<file path="src/rtl/riscv_pkg.sv">
// Shared definitions for the fetch/decode datapath: widths, reset PC and
// immediate-format encodings.
package riscv_pkg;

    localparam int XLEN     = 32;
    localparam int NUM_REGS = 32;
    localparam int REG_AW   = 5;

    localparam logic [XLEN-1:0] RESET_PC_DEFAULT = 32'h0000_0000;

    typedef enum logic [2:0] {
        IMM_I = 3'b000,
        IMM_S = 3'b001,
        IMM_B = 3'b010,
        IMM_J = 3'b011,
        IMM_U = 3'b100
    } imm_src_e;

endpackage

</file>
<file path="src/rtl/datapath1_if.sv">
// Bus between datapath1 and its neighbours (instruction memory, control,
// datapath2). The slave side is datapath1 itself.
interface datapath1_if;
    import riscv_pkg::*;

    logic [XLEN-1:0] Instr;
    logic [XLEN-1:0] Result;
    logic            RegWrite;
    logic [2:0]      ImmSrc;
    logic            PCSrc;
    logic            PCEn;
    logic [XLEN-1:0] PC;
    logic [XLEN-1:0] PCPlus4;
    logic [XLEN-1:0] SrcA;
    logic [XLEN-1:0] WriteData;
    logic [XLEN-1:0] ImmExt;
    logic [6:0]      op;
    logic [2:0]      funct3;
    logic            funct7b5;

    modport master (
        output Instr, Result, RegWrite, ImmSrc, PCSrc, PCEn,
        input  PC, PCPlus4, SrcA, WriteData, ImmExt, op, funct3, funct7b5
    );

    modport slave (
        input  Instr, Result, RegWrite, ImmSrc, PCSrc, PCEn,
        output PC, PCPlus4, SrcA, WriteData, ImmExt, op, funct3, funct7b5
    );

endinterface

</file>
<file path="src/rtl/extend.sv">
// Combinational immediate extension; every format sign-extends from bit 31.
module extend
    import riscv_pkg::*;
(
    input  logic [31:7]     instr,
    input  logic [2:0]      imm_src,
    output logic [XLEN-1:0] imm_ext
);

    // Select and sign-extend the immediate field for the requested format.
    always_comb begin
        imm_ext = '0;
        case (imm_src)
            IMM_I:   imm_ext = {{20{instr[31]}}, instr[31:20]};
            IMM_S:   imm_ext = {{20{instr[31]}}, instr[31:25], instr[11:7]};
            IMM_B:   imm_ext = {{20{instr[31]}}, instr[7], instr[30:25], instr[11:8], 1'b0};
            IMM_J:   imm_ext = {{12{instr[31]}}, instr[19:12], instr[20], instr[30:21], 1'b0};
            IMM_U:   imm_ext = {instr[31:12], 12'b0};
            default: imm_ext = '0;
        endcase
    end

endmodule

</file>
<file path="src/rtl/mux2x1_32bits.sv">
// Generic 32-bit two-input multiplexer.
module mux2x1_32bits (
    input  logic [31:0] d0,
    input  logic [31:0] d1,
    input  logic        s,
    output logic [31:0] y
);

    assign y = s ? d1 : d0;

endmodule

</file>
<file path="src/rtl/regfile.sv">
// 32x32 register file: two combinational read ports, one synchronous write
// port, x0 hard-wired to zero. No write-to-read bypass.
module regfile
    import riscv_pkg::*;
(
    input  logic              clk,
    input  logic              rst_n,
    input  logic              we,
    input  logic [REG_AW-1:0] waddr,
    input  logic [XLEN-1:0]   wdata,
    input  logic [REG_AW-1:0] raddr1,
    input  logic [REG_AW-1:0] raddr2,
    output logic [XLEN-1:0]   rdata1,
    output logic [XLEN-1:0]   rdata2
);

    logic [XLEN-1:0] regs_q [NUM_REGS];
    logic [XLEN-1:0] regs_d [NUM_REGS];

    // Next register state: apply the write unless it targets x0.
    always_comb begin
        regs_d = regs_q;
        if (we && (waddr != '0)) begin
            regs_d[waddr] = wdata;
        end
        regs_d[0] = '0;
    end

    // Register storage; reset clears every entry and wins over a pending write.
    always_ff @(posedge clk or negedge rst_n) begin
        if (!rst_n) begin
            regs_q <= '{default: '0};
        end else begin
            regs_q <= regs_d;
        end
    end

    assign rdata1 = (raddr1 == '0) ? '0 : regs_q[raddr1];
    assign rdata2 = (raddr2 == '0) ? '0 : regs_q[raddr2];

endmodule

</file>
<file path="src/rtl/datapath1.sv">
// Fetch/decode half of the single-cycle core: PC register with branch/jump
// selection, register file, immediate extension and decode slices.
module datapath1
    import riscv_pkg::*;
#(
    parameter logic [XLEN-1:0] RESET_PC = RESET_PC_DEFAULT
) (
    input  logic       clk,
    input  logic       rst_n,
    datapath1_if.slave bus
);

    logic [XLEN-1:0] pc_q;
    logic [XLEN-1:0] pc_d;
    logic [XLEN-1:0] pc_plus4;
    logic [XLEN-1:0] pc_target;
    logic [XLEN-1:0] pc_next;
    logic [XLEN-1:0] imm_ext;

    // Both adders wrap modulo 2^32.
    assign pc_plus4  = pc_q + 32'd4;
    assign pc_target = pc_q + imm_ext;

    mux2x1_32bits u_pc_mux (
        .d0 (pc_plus4),
        .d1 (pc_target),
        .s  (bus.PCSrc),
        .y  (pc_next)
    );

    // PC advances only when enabled; otherwise it holds for a stall/halt.
    always_comb begin
        pc_d = pc_q;
        if (bus.PCEn) begin
            pc_d = pc_next;
        end
    end

    // PC register with asynchronous return to the reset vector.
    always_ff @(posedge clk or negedge rst_n) begin
        if (!rst_n) begin
            pc_q <= RESET_PC;
        end else begin
            pc_q <= pc_d;
        end
    end

    regfile u_regfile (
        .clk    (clk),
        .rst_n  (rst_n),
        .we     (bus.RegWrite),
        .waddr  (bus.Instr[11:7]),
        .wdata  (bus.Result),
        .raddr1 (bus.Instr[19:15]),
        .raddr2 (bus.Instr[24:20]),
        .rdata1 (bus.SrcA),
        .rdata2 (bus.WriteData)
    );

    extend u_extend (
        .instr   (bus.Instr[31:7]),
        .imm_src (bus.ImmSrc),
        .imm_ext (imm_ext)
    );

    assign bus.PC       = pc_q;
    assign bus.PCPlus4  = pc_plus4;
    assign bus.ImmExt   = imm_ext;
    assign bus.op       = bus.Instr[6:0];
    assign bus.funct3   = bus.Instr[14:12];
    assign bus.funct7b5 = bus.Instr[30];

endmodule

</file>
<file path="src/flat_wrapper.sv">
// flat-port wrapper written by rule: the top's interface ports become plain ports
module datapath1_flat import riscv_pkg::*;
#(
    parameter logic [XLEN-1:0] RESET_PC = RESET_PC_DEFAULT
)
  (clk, rst_n, bus_Instr, bus_Result, bus_RegWrite, bus_ImmSrc, bus_PCSrc, bus_PCEn, bus_PC, bus_PCPlus4, bus_SrcA, bus_WriteData, bus_ImmExt, bus_op, bus_funct3, bus_funct7b5);
  datapath1_if bus_i ();
  input  logic clk;
  input  logic rst_n;
  input wire logic [$bits(bus_i.Instr)-1:0] bus_Instr;
  input wire logic [$bits(bus_i.Result)-1:0] bus_Result;
  input wire logic [$bits(bus_i.RegWrite)-1:0] bus_RegWrite;
  input wire logic [$bits(bus_i.ImmSrc)-1:0] bus_ImmSrc;
  input wire logic [$bits(bus_i.PCSrc)-1:0] bus_PCSrc;
  input wire logic [$bits(bus_i.PCEn)-1:0] bus_PCEn;
  output wire logic [$bits(bus_i.PC)-1:0] bus_PC;
  output wire logic [$bits(bus_i.PCPlus4)-1:0] bus_PCPlus4;
  output wire logic [$bits(bus_i.SrcA)-1:0] bus_SrcA;
  output wire logic [$bits(bus_i.WriteData)-1:0] bus_WriteData;
  output wire logic [$bits(bus_i.ImmExt)-1:0] bus_ImmExt;
  output wire logic [$bits(bus_i.op)-1:0] bus_op;
  output wire logic [$bits(bus_i.funct3)-1:0] bus_funct3;
  output wire logic [$bits(bus_i.funct7b5)-1:0] bus_funct7b5;
  assign bus_i.Instr = bus_Instr;
  assign bus_i.Result = bus_Result;
  assign bus_i.RegWrite = bus_RegWrite;
  assign bus_i.ImmSrc = bus_ImmSrc;
  assign bus_i.PCSrc = bus_PCSrc;
  assign bus_i.PCEn = bus_PCEn;
  assign bus_PC = bus_i.PC;
  assign bus_PCPlus4 = bus_i.PCPlus4;
  assign bus_SrcA = bus_i.SrcA;
  assign bus_WriteData = bus_i.WriteData;
  assign bus_ImmExt = bus_i.ImmExt;
  assign bus_op = bus_i.op;
  assign bus_funct3 = bus_i.funct3;
  assign bus_funct7b5 = bus_i.funct7b5;
  datapath1 #(.RESET_PC(RESET_PC)) u_core (.clk(clk), .rst_n(rst_n), .bus(bus_i));
endmodule
</file>
<file path="config.mk">
export PLATFORM = sky130hd
export DESIGN_NAME = datapath1_flat
export DESIGN_NICKNAME = d
export VERILOG_FILES = /design/src/rtl/riscv_pkg.sv /design/src/rtl/datapath1_if.sv /design/src/rtl/extend.sv /design/src/rtl/mux2x1_32bits.sv /design/src/rtl/regfile.sv /design/src/rtl/datapath1.sv /design/src/flat_wrapper.sv
export SDC_FILE = /design/constraint.sdc
export NUM_CORES = 2
export LEC_CHECK = 0
export ABC_AREA = 0
export ABC_CLOCK_PERIOD_IN_PS = 8700
export CORE_ASPECT_RATIO = 1.25
export CORE_MARGIN = 5
export CORE_UTILIZATION = 52
export DETAILED_ROUTE_END_ITERATION = 10
export GPL_TIMING_DRIVEN = 0
export PLACE_DENSITY_LB_ADDON = 0.1
export SYNTH_ARGS = -nofsm -noshare
export SYNTH_HDL_FRONTEND = slang
export SYNTH_HIERARCHICAL = 1
export SYNTH_SLANG_ARGS = --single-unit
</file>
<file path="constraint.sdc">
create_clock -name clk -period 8.7 [get_ports clk]
set_clock_uncertainty 0.1 [all_clocks]
set_input_delay 1.74 -clock clk [delete_from_list [all_inputs] [get_ports clk]]
set_output_delay 1.74 -clock clk [all_outputs]
set_load 0.01 [all_outputs]
</file>
* Yosys cells after proc, flatten, opt, wreduce, memory -nomap -nowiden
Cells that the tools add are included.
** Storage, ports and cells
- Input bits :: 72
- Word-level logic and storage cells :: 64
- Register bits :: 1024
** Cells by class
- Add/subtract/negate cells :: 2
- Reductions and logical operators :: 6
- Magnitude comparators :: 4
- Multiplexer cells :: 13
- Equality and inequality tests :: 4
- Bitwise gates (word level) :: 3
** Operator list (count)
- $bwmux W1024 :: 1
- $bmux W32 S5 :: 2
- $mux W32 :: 8
- $demux W32 S5 :: 1
- $pmux W32 S5 :: 1
- $add A32 B3 Y32 const B :: 1
- $add A32 B32 Y32 :: 1
- $ge A6 B6 Y1 const B :: 3
- $not A5 Y6 :: 3
- $logic_not A5 Y1 :: 2
- $eq A3 B2 Y1 const B :: 2
- $lt A6 B1 Y1 const B :: 1
- $reduce_bool A5 Y1 :: 1
- $eq A3 B1 Y1 const B :: 1
- $eq A3 B3 Y1 const B :: 1
- $logic_not A3 Y1 :: 1
- $logic_and A1 B1 Y1 :: 2

* Logic depth before layout (Yosys ltp)
- Depth in word-level cells :: 6
- Gate-level depth with buffers :: 17

* Hierarchy
Netlist, hierarchy kept.
** By module, submodules not included
- regfile :: times used 1, sequential area each 24823.8 µm², cells each 3763, area an instance 53583.9 µm²
- datapath1 :: times used 1, sequential area each 800.8 µm², cells each 421, area an instance 3508.4 µm²
- mux2x1_32bits :: times used 1, sequential area each 0.0 µm², cells each 36, area an instance 544.3 µm²
- extend :: times used 1, sequential area each 0.0 µm², cells each 73, area an instance 494.2 µm²

* Worst setup path after synthesis
OpenSTA, ideal clock, no wires.
- Kind :: in2out
- From :: input bus_Instr[15]
- To :: output bus_SrcA[29]
- Data arrival time :: 3.256 ns
- Data required time :: 6.860 ns
- Stages :: 8
- Path slack :: 3.604 ns
- Cell sequence :: buf_4 buf_2 buf_4 mux4_2 nand2_1 nand2_1 o211ai_1 o21ai_0
** Between the ends
- Longest elaborated chain between the ends :: 5
- Elaborated cells between the ends (all ways) :: 6
- Classes of those cells :: mux (4); bitwise (1); reduce/logical (1)
** Ends and longest elaborated chain
- start, declared :: RTL line flat_wrapper.sv:10 : input wire logic [$bits(bus_i.Instr)-1:0] bus_Instr;
- $not A5 Y6 (not written as such) :: RTL line regfile.sv:38 : assign rdata1 = (raddr1 == '0) ? '0 : regs_q[raddr1];
- $bmux W32 S5 :: RTL line regfile.sv:38
- $mux W32 (not written as such) (2 in series) :: RTL line regfile.sv:38
- $mux W32 (*) :: RTL line regfile.sv:38
- end, declared :: RTL line flat_wrapper.sv:18 : output wire logic [$bits(bus_i.SrcA)-1:0] bus_SrcA;
Mark *: on every way between the ends. The rest lies on a longest branch, timed or not. The select of a mux whose other input is x is not followed.

* Worst setup path after layout
- From :: input bus_Instr[18]
- To :: output bus_SrcA[1]
Same word-level chain as after synthesis.

==> run_results.csv <==
group,metric,value,unit
routing,drt_iter0_markers,4652,
setup_path,r2r_start,"u_core/bus.PC[0]$_DFFE_PN0P_",
setup_path,crit_path_end_kind,"output pin",
placement,place.gp.congestion,0.9925,
clock_network,clock_path_buffers,3,
hold_path,hold_path_end,"u_core/u_regfile/regs_q[138]$_DFFE_PN0P_",
clock_network,clock_latency,0.71,ns
timing,setup_viol,0,
grt,grt_max_degree,171,
floorplan,num_rows,137,
timing,fin_setup_tns,0,ns
timing,finalCritPeriodShare,97.42,%
placement,io_buffers,231,
synth,synth_largest_area_cell,"dfrtp_1",
setup_path,worstPathMaxFanout,10,
setup_path,worstSetupStartpoint,"bus_Instr[18]",
timing,drv_slew,55,
routing,via_count,42657,
setup_path,critPathBufInv,5,
floorplan,pin_count,243,
clock_network,cts-root-buf,"clkbuf_16",
timing,worst_slew_margin_rel,-4.563,%
setup_path,timing.rr.end,"u_core/bus.PC[28]$_DFFE_PN0P_",
clock_network,cts_hold_buffers,0,
setup_path,reg2reg_slack,4.59,ns
routing,vias_per_cell,6.882,
final_layout,fin_cells,6198,
setup_path,worstPathCellList,"clkdlybuf4s50_1, clkbuf_1, clkbuf_1, clkbuf_1, nand2_1, nand3_1, o211ai_1, o21ai_0, clkdlybuf4s50_1",
floorplan,fp.dieH,383.8,microns
routing,drt_first_pass_iters,5,
timing,hold_viol_final,0,
routing,route.detailed.drc,0,
hold_path,hold_path.class,"reg2reg",
routing,antenna_left,0,
final_layout,final_nets,4749,
pwr,p_leak,28.74,nW
synth,async_flop_share,100.0,%
clock_network,cts_sinks,1024,
synth,synthTopCellsByArea,"dfrtp_1 (44%), mux2_2 (21%), mux4_2 (15%)",
synth,synth-edff-count,0,
synth,yosys_warnings,6,
clock_network,clk_pin_slew_worst_paths,0.06,ns
grt,globalRouteMet3Util,10.81,%
grt,grt_usage,38.02,%
hold_path,hp-start,"u_core/u_regfile/regs_q[138]$_DFFE_PN0P_",
floorplan,dieArea,118600,sq um
status,outcome,"finished, violations left",
floorplan,start_util,52.25,%
grt,met2_usage,59.49,%
grt,grt_pass1_wl,318300,microns
synth,synth_area_per_cell,13.54,sq um
final_layout,area_growth,13.96,%
timing,maxClockFrequency,0.1180,GHz
synth,ys_ff_latch,1024,
routing,wire_per_inst,36.93,microns
status,violations,"max-capacitance violations, max-slew violations",
clock_network,cts_max_level,3,
timing,rsz0062_at_grt,"false",
synth,synthFlopType,"dfrtp_1",
hold_path,min_path_cells,1,
synth,synth.top_cell.area_share,44.08,%
grt,grt_pass1_vias,42812,
final_layout,fin_area,66250,sq um
setup_path,cp.arrival,6.64,ns
grt,met1_usage,46.35,%
grt,top_usage_layer,"met2",
setup_path,required,6.86,ns
synth,yosysSeqAreaShare,44.08,%
final_layout,final_common_cell,"mux2_2",
grt,antenna_found_initial,11,
setup_path,criticalPathCategory,"in2out",
setup_path,cp_top_family,"buffers and inverters",
synth,synth.cell_area,58130,sq um
pwr,vdd_drop_max,0.1784,mV
clock_network,numCtsBuffers,107,
timing,tightest_slew,1.568,ns
timing,fin_crit,8.475,ns
timing,hold_slack,0.4236,ns
routing,wirelength,228900,microns
setup_path,cp-start-kind,"input pin",
setup_path,rr_worst_depth,11,
run,drv_cap,5,
synth,synthCells,4293,
final_layout,final_layout_size_suffix_gt1_share,40.33,%
placement,dpl_cell_area,62520,sq um
setup_path,crit_slowest_cell,"clkbuf_1",
placement,dp.final_hpwl,163000,microns
synth,ys_types,80,
clock_network,postCtsResizedCells,0,
setup_path,crit_top_cell,"clkbuf_1",
clock_network,cts_setup_buffers,0,
grt,grt-ovfl-total,0,
final_layout,final_cell_mix,"mux2_2 (1,094), dfrtp_1 (1,024), mux4_2 (389)",
pwr,power_density,244.6,nW/um^2
placement,dp_cells,5992,
clock_network,cts_tree,"yes",
synth,syn_nets,4398,
floorplan,core,111200,sq um
floorplan,dieWidth,309.1,microns
setup_path,cpPeakStageDelay,1.10,ns
report_power, final:
group	leakage (nW)	internal [W]	total, W	switching [W]
Sequential	13.1	0.00575	0.00658	0.000836
Clock	1.82	0.00287	0.00488	0.00201
Combinational	13.9	0.00257	0.00474	0.00217
Total	28.7	0.0112	0.0162	0.00502
cells in the mapped netlist (55+ instances only):
cell type and instances:
a21oi_1 161, buf_1 65, nor2b_1 71, nand2_1 233, nand3_1 55, mux4_2 389, nor2_1 101, mux2_2 1094
buf_2 106, mux2i_1 184, o21ai_0 67, clkbuf_1 184, buf_4 59, dfrtp_1 1024
registers in the layout, indices dropped and copies added, names as in the netlist:
name	count
u_core/bus.PC	32
u_core/u_regfile/regs_q	992
worst reg2reg max path: cells and delay by family (launching register included):
family | cells | cell delay, ns
muxes | 3 | 0.71
adders and majority gates | 2 | 0.70
DFF | 1 | 0.42
AOI/OAI and AO/OA | 6 | 2.05
worst max-delay path by stage:
stage | depth (start not counted) | endpoint
2_1_floorplan | 8 | bus_SrcA[29]
3_3_place_gp | 1 | u_core/u_regfile/regs_q[152]$_DFFE_PN0P_
3_5_place_dp | 9 | bus_SrcA[1]
4_1_cts | 9 | bus_SrcA[1]
5_1_grt | 9 | bus_SrcA[1]
6_report | 9 | bus_SrcA[1]
per-layer routing:
metal  wire, microns  up-vias
li1                -    16964
met1           81990    22455
met2          106100     2577
met3           23410      661
met4           17450        0
met5               0        -
cell families (layout without fill, tap and decap cells):
logic type               Yosys count  count (layout)  synth area share, %
AND/OR/NAND/NOR                  560             560                4.531
AO/OA/AOI/OAI                    451             451                5.093
flip-flops                      1024            1024                44.08
other                              0              10                    0
adder cells (fa/ha/maj)           33              33               0.7232
multiplexers                    1709            1709                40.73
buffers and inverters            459             895                3.939
XOR/XNOR                          57              57               0.9040
layout make-up:
type	instances	area [sq um]
fillers	9038	45000
multi-input cells	2810	30220
flip-flops and latches	1024	25620
clock buffers	159	3188
repair buffers	242	2579
plain buffers	434	2207
well taps	1459	1826
clock inverters	35	484.2
inverters	25	93.84
diodes	10	25.02
stage by stage:
step	worst slack, ns	total power (W)	util (%)
after floorplan	3.604	0.009492	-
after global placement	-42.48	0.01119	55.97
after detailed placement	0.5007	0.01130	56.20
after CTS	0.4987	0.01616	59.50
after global routing	0.3450	0.01682	59.53
final	0.2247	0.01620	59.55
(Power assumes the default switching activity.)
